**src/rtl/wshb_arb_pkg.sv**
```systemverilog
// Shared types and helpers for the two-master Wishbone arbiter.
package wshb_arb_pkg;

    typedef enum logic [1:0] {
        IDLE = 2'd0,
        GNT0 = 2'd1,
        GNT1 = 2'd2
    } arb_state_t;

    localparam int M0 = 0;
    localparam int M1 = 1;

    function automatic logic [1:0] onehot_gnt(arb_state_t s);
        case (s)
            GNT0:    return 2'b01;
            GNT1:    return 2'b10;
            default: return 2'b00;
        endcase
    endfunction

endpackage

```
**src/rtl/wshb_if.sv**
```systemverilog
// Classic single-beat Wishbone bus bundle, 32-bit address and data.
interface wshb_if (
    input logic clk,
    input logic rst
);
    logic        cyc;
    logic        stb;
    logic        we;
    logic [31:0] adr;
    logic [3:0]  sel;
    logic [31:0] dat_ms;
    logic [31:0] dat_sm;
    logic        ack;
    logic [2:0]  cti;
    logic [1:0]  bte;

    modport master (
        output cyc, stb, we, adr, sel, dat_ms, cti, bte,
        input  ack, dat_sm
    );

    modport slave (
        input  cyc, stb, we, adr, sel, dat_ms, cti, bte,
        output ack, dat_sm
    );
endinterface

```
**src/rtl/wshb_arbiter.sv**
```systemverilog
// Two-master Wishbone arbiter with a hold limit that pre-empts a long-running owner.
// Define WSHB_ARB_ROUND_ROBIN_EN for round-robin tie-break; default is fixed M1 priority.
module wshb_arbiter
    import wshb_arb_pkg::*;
#(
    parameter int unsigned MAX_HOLD = 64
) (
    input  logic       clk,
    input  logic       rst_n,
    wshb_if.slave      wshb_ifs0,
    wshb_if.slave      wshb_ifs1,
    wshb_if.master     wshb_ifm,
    output logic [1:0] gnt
);

    localparam int unsigned HW = $clog2(MAX_HOLD + 1);
    localparam logic [HW-1:0] HoldMax = HW'(MAX_HOLD);

    arb_state_t    state_q, state_d;
    arb_state_t    tie_state;
    logic [HW-1:0] hold_q, hold_d, hold_inc;
    logic          req0, req1, sack, limit_hit;

    assign req0 = wshb_ifs0.cyc;
    assign req1 = wshb_ifs1.cyc;
    assign sack = wshb_ifm.ack;

    // The ack arriving this cycle is the one that fills the hold budget.
    assign limit_hit = sack && (hold_q >= HoldMax - HW'(1));
    assign hold_inc  = (hold_q == HoldMax) ? hold_q : hold_q + HW'(1);

`ifdef WSHB_ARB_ROUND_ROBIN_EN
    logic last_q, last_d;

    assign tie_state = (last_q == 1'(M1)) ? GNT0 : GNT1;

    always_comb begin
        last_d = last_q;
        if (state_d == GNT0) last_d = 1'(M0);
        if (state_d == GNT1) last_d = 1'(M1);
    end

    always_ff @(posedge clk or negedge rst_n) begin
        if (!rst_n) last_q <= 1'(M1);
        else        last_q <= last_d;
    end
`else
    assign tie_state = GNT1;
`endif

    always_comb begin
        state_d = state_q;
        hold_d  = hold_q;
        unique case (state_q)
            IDLE: begin
                if (req0 && req1) state_d = tie_state;
                else if (req1)    state_d = GNT1;
                else if (req0)    state_d = GNT0;
            end
            GNT0: begin
                if (!req0 || (limit_hit && req1)) state_d = req1 ? GNT1 : IDLE;
                else if (sack)                    hold_d  = hold_inc;
            end
            GNT1: begin
                if (!req1 || (limit_hit && req0)) state_d = req0 ? GNT0 : IDLE;
                else if (sack)                    hold_d  = hold_inc;
            end
            default: state_d = IDLE;
        endcase
        if (state_d != state_q) hold_d = '0;
    end

    always_ff @(posedge clk or negedge rst_n) begin
        if (!rst_n) begin
            state_q <= IDLE;
            hold_q  <= '0;
        end else begin
            state_q <= state_d;
            hold_q  <= hold_d;
        end
    end

    logic sel0, sel1;
    assign sel0 = (state_q == GNT0);
    assign sel1 = (state_q == GNT1);
    assign gnt  = onehot_gnt(state_q);

    always_comb begin
        wshb_ifm.cyc    = 1'b0;
        wshb_ifm.stb    = 1'b0;
        wshb_ifm.we     = 1'b0;
        wshb_ifm.adr    = '0;
        wshb_ifm.sel    = '0;
        wshb_ifm.dat_ms = '0;
        wshb_ifm.cti    = '0;
        wshb_ifm.bte    = '0;
        if (sel0) begin
            wshb_ifm.cyc    = wshb_ifs0.cyc;
            wshb_ifm.stb    = wshb_ifs0.stb;
            wshb_ifm.we     = wshb_ifs0.we;
            wshb_ifm.adr    = wshb_ifs0.adr;
            wshb_ifm.sel    = wshb_ifs0.sel;
            wshb_ifm.dat_ms = wshb_ifs0.dat_ms;
            wshb_ifm.cti    = wshb_ifs0.cti;
            wshb_ifm.bte    = wshb_ifs0.bte;
        end else if (sel1) begin
            wshb_ifm.cyc    = wshb_ifs1.cyc;
            wshb_ifm.stb    = wshb_ifs1.stb;
            wshb_ifm.we     = wshb_ifs1.we;
            wshb_ifm.adr    = wshb_ifs1.adr;
            wshb_ifm.sel    = wshb_ifs1.sel;
            wshb_ifm.dat_ms = wshb_ifs1.dat_ms;
            wshb_ifm.cti    = wshb_ifs1.cti;
            wshb_ifm.bte    = wshb_ifs1.bte;
        end
    end

    assign wshb_ifs0.ack    = sel0 & sack;
    assign wshb_ifs1.ack    = sel1 & sack;
    assign wshb_ifs0.dat_sm = wshb_ifm.dat_sm;
    assign wshb_ifs1.dat_sm = wshb_ifm.dat_sm;

endmodule

```
**src/flat_wrapper.sv**
```systemverilog
// flat-port wrapper written by rule: the top's interface ports become plain ports
module wshb_arbiter_flat import wshb_arb_pkg::*;
#(
    parameter int unsigned MAX_HOLD = 64
)
  (clk, rst_n, gnt, rst, wshb_ifs0_cyc, wshb_ifs0_stb, wshb_ifs0_we, wshb_ifs0_adr, wshb_ifs0_sel, wshb_ifs0_dat_ms, wshb_ifs0_cti, wshb_ifs0_bte, wshb_ifs0_ack, wshb_ifs0_dat_sm, wshb_ifs1_cyc, wshb_ifs1_stb, wshb_ifs1_we, wshb_ifs1_adr, wshb_ifs1_sel, wshb_ifs1_dat_ms, wshb_ifs1_cti, wshb_ifs1_bte, wshb_ifs1_ack, wshb_ifs1_dat_sm, wshb_ifm_cyc, wshb_ifm_stb, wshb_ifm_we, wshb_ifm_adr, wshb_ifm_sel, wshb_ifm_dat_ms, wshb_ifm_cti, wshb_ifm_bte, wshb_ifm_ack, wshb_ifm_dat_sm);
  wshb_if wshb_ifs0_i (.clk(clk), .rst(rst));
  wshb_if wshb_ifs1_i (.clk(clk), .rst(rst));
  wshb_if wshb_ifm_i (.clk(clk), .rst(rst));
  input  logic clk;
  input  logic rst_n;
  output logic [1:0] gnt;
  input wire logic rst;
  input wire logic [$bits(wshb_ifs0_i.cyc)-1:0] wshb_ifs0_cyc;
  input wire logic [$bits(wshb_ifs0_i.stb)-1:0] wshb_ifs0_stb;
  input wire logic [$bits(wshb_ifs0_i.we)-1:0] wshb_ifs0_we;
  input wire logic [$bits(wshb_ifs0_i.adr)-1:0] wshb_ifs0_adr;
  input wire logic [$bits(wshb_ifs0_i.sel)-1:0] wshb_ifs0_sel;
  input wire logic [$bits(wshb_ifs0_i.dat_ms)-1:0] wshb_ifs0_dat_ms;
  input wire logic [$bits(wshb_ifs0_i.cti)-1:0] wshb_ifs0_cti;
  input wire logic [$bits(wshb_ifs0_i.bte)-1:0] wshb_ifs0_bte;
  output wire logic [$bits(wshb_ifs0_i.ack)-1:0] wshb_ifs0_ack;
  output wire logic [$bits(wshb_ifs0_i.dat_sm)-1:0] wshb_ifs0_dat_sm;
  input wire logic [$bits(wshb_ifs1_i.cyc)-1:0] wshb_ifs1_cyc;
  input wire logic [$bits(wshb_ifs1_i.stb)-1:0] wshb_ifs1_stb;
  input wire logic [$bits(wshb_ifs1_i.we)-1:0] wshb_ifs1_we;
  input wire logic [$bits(wshb_ifs1_i.adr)-1:0] wshb_ifs1_adr;
  input wire logic [$bits(wshb_ifs1_i.sel)-1:0] wshb_ifs1_sel;
  input wire logic [$bits(wshb_ifs1_i.dat_ms)-1:0] wshb_ifs1_dat_ms;
  input wire logic [$bits(wshb_ifs1_i.cti)-1:0] wshb_ifs1_cti;
  input wire logic [$bits(wshb_ifs1_i.bte)-1:0] wshb_ifs1_bte;
  output wire logic [$bits(wshb_ifs1_i.ack)-1:0] wshb_ifs1_ack;
  output wire logic [$bits(wshb_ifs1_i.dat_sm)-1:0] wshb_ifs1_dat_sm;
  output wire logic [$bits(wshb_ifm_i.cyc)-1:0] wshb_ifm_cyc;
  output wire logic [$bits(wshb_ifm_i.stb)-1:0] wshb_ifm_stb;
  output wire logic [$bits(wshb_ifm_i.we)-1:0] wshb_ifm_we;
  output wire logic [$bits(wshb_ifm_i.adr)-1:0] wshb_ifm_adr;
  output wire logic [$bits(wshb_ifm_i.sel)-1:0] wshb_ifm_sel;
  output wire logic [$bits(wshb_ifm_i.dat_ms)-1:0] wshb_ifm_dat_ms;
  output wire logic [$bits(wshb_ifm_i.cti)-1:0] wshb_ifm_cti;
  output wire logic [$bits(wshb_ifm_i.bte)-1:0] wshb_ifm_bte;
  input wire logic [$bits(wshb_ifm_i.ack)-1:0] wshb_ifm_ack;
  input wire logic [$bits(wshb_ifm_i.dat_sm)-1:0] wshb_ifm_dat_sm;
  assign wshb_ifs0_i.cyc = wshb_ifs0_cyc;
  assign wshb_ifs0_i.stb = wshb_ifs0_stb;
  assign wshb_ifs0_i.we = wshb_ifs0_we;
  assign wshb_ifs0_i.adr = wshb_ifs0_adr;
  assign wshb_ifs0_i.sel = wshb_ifs0_sel;
  assign wshb_ifs0_i.dat_ms = wshb_ifs0_dat_ms;
  assign wshb_ifs0_i.cti = wshb_ifs0_cti;
  assign wshb_ifs0_i.bte = wshb_ifs0_bte;
  assign wshb_ifs0_ack = wshb_ifs0_i.ack;
  assign wshb_ifs0_dat_sm = wshb_ifs0_i.dat_sm;
  assign wshb_ifs1_i.cyc = wshb_ifs1_cyc;
  assign wshb_ifs1_i.stb = wshb_ifs1_stb;
  assign wshb_ifs1_i.we = wshb_ifs1_we;
  assign wshb_ifs1_i.adr = wshb_ifs1_adr;
  assign wshb_ifs1_i.sel = wshb_ifs1_sel;
  assign wshb_ifs1_i.dat_ms = wshb_ifs1_dat_ms;
  assign wshb_ifs1_i.cti = wshb_ifs1_cti;
  assign wshb_ifs1_i.bte = wshb_ifs1_bte;
  assign wshb_ifs1_ack = wshb_ifs1_i.ack;
  assign wshb_ifs1_dat_sm = wshb_ifs1_i.dat_sm;
  assign wshb_ifm_cyc = wshb_ifm_i.cyc;
  assign wshb_ifm_stb = wshb_ifm_i.stb;
  assign wshb_ifm_we = wshb_ifm_i.we;
  assign wshb_ifm_adr = wshb_ifm_i.adr;
  assign wshb_ifm_sel = wshb_ifm_i.sel;
  assign wshb_ifm_dat_ms = wshb_ifm_i.dat_ms;
  assign wshb_ifm_cti = wshb_ifm_i.cti;
  assign wshb_ifm_bte = wshb_ifm_i.bte;
  assign wshb_ifm_i.ack = wshb_ifm_ack;
  assign wshb_ifm_i.dat_sm = wshb_ifm_dat_sm;
  wshb_arbiter #(.MAX_HOLD(MAX_HOLD)) u_core (.clk(clk), .rst_n(rst_n), .wshb_ifs0(wshb_ifs0_i), .wshb_ifs1(wshb_ifs1_i), .wshb_ifm(wshb_ifm_i), .gnt(gnt));
endmodule
```
**config.mk**
```make
export PLATFORM = sky130hd
export DESIGN_NAME = wshb_arbiter_flat
export DESIGN_NICKNAME = d
export VERILOG_FILES = /design/src/rtl/wshb_arb_pkg.sv /design/src/rtl/wshb_if.sv /design/src/rtl/wshb_arbiter.sv /design/src/flat_wrapper.sv
export SDC_FILE = /design/constraint.sdc
export NUM_CORES = 1
export LEC_CHECK = 0
export BUFFER_PORTS_ARGS = -buffer_cell sky130_fd_sc_hd__buf_2
export CORE_AREA = 4 4 126 128
export CTS_CLUSTER_SIZE = 8
export DETAILED_ROUTE_END_ITERATION = 7
export DIE_AREA = 0 0 130 132
export PLACE_DENSITY = 0.55
export SLEW_MARGIN = 20
export SYNTH_ARGS = -nofsm -noshare
export SYNTH_HDL_FRONTEND = slang
export SYNTH_SLANG_ARGS = --single-unit
```
**constraint.sdc**
```tcl
create_clock -name clk -period 2.3 [get_ports clk]
set_input_delay 0.23 -clock clk [delete_from_list [all_inputs] [get_ports clk]]
set_output_delay 0.23 -clock clk [all_outputs]
set_load 0.02 [all_outputs]
```
==> metrics.md <==
| Metric | Value |
|---|---|
| Simple-Gate Fraction of Synth Area | `0.0921` |
| Comb pwr share | `0.602` |
| Clk sinks | `9` |
| Worst-Margin Slew | `0.456 ns` |
| Unique masters post-synth | `37` |
| Switch share | `0.420` |
| Vias/cell | `3.98` |
| Full die area | `between 15000 and 20000 um^2` |
| Worst Path Required | `slightly above 2 ns` |
| Clock Latency Late Sink | `0.23 ns` |
| Reg2Reg Setup Slack | `0.57 ns` |
| GR Util All Layers | `0.113` |
| Hold_sp | `wshb_ifs1_cyc` |
| Reg2reg start | `u_core.hold_q[0]` |
| Clock slew at the register clock pins of the worst setup and hold paths | `0.04 ns` |
| Number of global-route vias before repair | `2242` |
| Core ar. | `around 15000 um^2` |
| Hold path depth | `2` |
| P_sw | `507 uW` |
| Root buf cell | `clkbuf_16` |
| Initial antenna violation count | `1` |
| CTS Buf Count | `3` |
| Sequential Power Share | `0.145` |
| # Post-CTS Setup Buffers | `0` |
| GPL Wtd Cong | `0.759` |
| Share of cells above drive strength 1 | `0.652` |
| Starting DRT DRC Count | `58` |
| DRC violations left | `0` |
| Clock Tree Buf Depth | `2` |
| Largest family of logic cells by synthesized area | `compound AO/OA/AOI/OAI gates` |
| Synthesized area per cell | `8.44 um^2` |
| Fmax | `roughly 500 MHz` |
| Final WS setup | `0.291 ns` |
| TritonCTS clock tree | `done` |
| Final Cycle Share | `0.873` |
| Hold_buf cts | `1` |
| FF+latch count, synth | `9` |
| Compound-Gate Fraction of Synth Area | `0.420` |
| # IOs | `332` |
| Router iterations before antenna repair | `4` |
| Largest net degree at the start of global routing | `44` |
| Adder-cell area share of the yosys netlist | `0.0134` |
| Cell accounting for the most synthesized area | `a22o_1` |
| Grt ovf | `0` |
| Max_cap viols | `0` |
| Slew Limit Fails | `0` |
| Critical path class | `flop to primary output` |
| Total wire length | `10900 um` |
| Cells after Synth | `222` |
| Sum Neg Setup Slack | `0 ns` |
| Top cells by area, synth | `a22o_1 (35%), buf_4 (26%), dfrtp_1 (12%), buf_2 (2.4%), xor2_1 (2.3%)` |
| Nets | `573` |
| First-pass GRT wire length | `14400 um` |
| Drt wl/cell | `19.0 um` |
| Xor and xnor area share after synthesis | `0.0280` |
| Seq/Total Area, Yosys | `0.120` |
| Final clock skew | `0.00148 ns` |
| Via count | `2273` |
| Width of the die | `roughly 130 um` |
| Resized cells post-CTS | `0` |
| Power density cells | `425 nW/um^2` |
| RSZ-0062 raised after global routing | `no` |
| Static leakage | `0.00166 uW` |
| Area added between synthesis and finish | `51.5%` |
| Status | `finished clean` |
| CTS H-tree depth | `1` |
| Syn Std Cell Area | `1870 um^2` |
| Std cell rows | `45` |
| Yosys warning total | `0` |
| Setup crit end kind | `primary output` |
| Peak VDD IR | `0.475 mV` |
| Hold Crit Endpoint | `u_core.state_q[0]` |
| Die Height | `~130 um` |
| Synthesized Nets | `a little over 400` |
| Startpoint class of the critical path | `flop` |
| Power Internal | `700 uW` |
| Place WS | `0.536 ns` |
| Final HPWL DP | `just under 10000 um` |
| Worst Path Arrival | `1.78 ns` |
| Depth of the worst register-to-register path | `6` |
| Min Tclk post-route | `2.01 ns` |
| Critical Path Fanout Max | `43` |
| Final Setup Violations | `0` |
| Starting Density | `0.126` |
| Clk pwr share | `0.253` |
| Worst slew margin | `0.696` |
| Port Buffers | `234` |
| Post-route antenna net violation count | `0` |
| Post-synth top area share | `0.350` |
| Hold crit path type | `input port to flop` |
| Hold Fails Final Rpt | `0` |
| Worst r2r dst | `u_core.hold_q[1]` |
| Mux contribution to synthesized area | `0.0160` |
[layer usage]
metal,vias up,GRT usage,routed length (um)
met5,-,0,0
met4,0,0.0150,0
met3,0,0.0539,1420
met2,167,0.197,5330
met1,1008,0.129,4120
li1,1098,-,-
[kinds of logic (layout without fill, tap and decap cells)]
| kind of cell | count (synthesis) | after routing |
|---|---|---|
| AO/OA/AOI/OAI | 89 | 89 |
| buffers and inverters | 86 | 246 |
| AND/OR/NAND/NOR | 27 | 27 |
| flip-flops | 9 | 9 |
| XOR/XNOR | 6 | 6 |
| multiplexers | 3 | 3 |
| adder cells (fa/ha/maj) | 2 | 2 |
| other | 0 | 1 |
[critical path, stage by stage, from the launching register on]
cell,delay (ns)
dfrtp_1,0.50
and2b_2,0.20
buf_4,0.38
a22o_1,0.26
buf_2,0.18
[cells in the mapped netlist (all sizes together)]
cell and count:
nand3 1, nor2b 1, xor2 5, o2111ai 3, nor2 8, ha 2, o21ai 3, o21a 1
and3 1, buf 78, a211oi 2, and4 1, xnor2 1, nand2 3, a22o 75, a221o 1
dfrtp 9, nand4bb 1, a21o 1, and2 2, o211a 1, clkbuf 5, and2b 1, mux2i 3
inv 3, and4bb 2, nand3b 2, a21oi 2, nand2b 2, nor3 2
[layout by cell type, fill, tap and decap left out, types with 2 or more instances in the layout]
master,Yosys,layout
o21ai_1,2,2
nand2_1,3,3
xor2_1,5,5
buf_4,64,4
a21oi_1,2,2
dfrtp_1,9,9
inv_1,3,3
buf_2,9,234
nand3b_1,2,2
a22o_1,75,75
clkbuf_16,0,3
and2_1,2,2
nor3_1,2,2
mux2i_1,3,3
nor2_1,8,8
ha_1,2,2
o2111ai_1,3,3
[worst max path at each step]
stage,from,to,slack [ns],cells past startpoint
after floorplan,u_core.state_q[0],wshb_ifm_bte[0],0.59,4
after global placement,u_core.state_q[1],wshb_ifm_dat_ms[19],0.54,4
after detailed placement,u_core.state_q[1],wshb_ifm_sel[3],0.54,4
after CTS,u_core.state_q[1],wshb_ifm_sel[3],0.29,4
after global routing,u_core.state_q[1],wshb_ifm_adr[25],0.19,4
final,u_core.state_q[1],wshb_ifm_adr[25],0.29,4
[power by group through the flow]
| stage | Clock [uW] | Combinational (uW) | Sequential, uW |
|---|---|---|---|
| after floorplan | 0 | 574 | 172 |
| after global placement | 0 | 738 | 177 |
| after detailed placement | 0 | 739 | 177 |
| after CTS | 311 | 741 | 175 |
| after global routing | 319 | 790 | 177 |
| final | 305 | 727 | 175 |
[flip-flops by register name, summed over array words and instances, names as in the netlist]
register,count
u_core.state_q,2
u_core.hold_q,7
[per-stage QoR]
stage	instances	utilization	cell area, um^2	hold WS [ns]	total power [uW]
6_report	571	0.191	2840	0.244	1210
5_1_grt	571	0.191	2840	0.256	1290
4_1_cts	570	0.191	2840	0.236	1230
3_5_place_dp	565	0.185	2750	0.0905	916
3_3_place_gp	565	0.185	2750	0.0909	915
2_1_floorplan	222	-	1870	-0.0656	746
[area by class of cell]
class / count / area [um^2]
fill: 1730 / 12000
multi-input combinational: 127 / 1080
antenna: 1 / 2.50
timing repair buffer: 239 / 1210
tap: 188 / 235
clock buffer: 4 / 78.8
inverter: 3 / 11.3
sequential: 9 / 225
(Power assumes the default switching activity.)
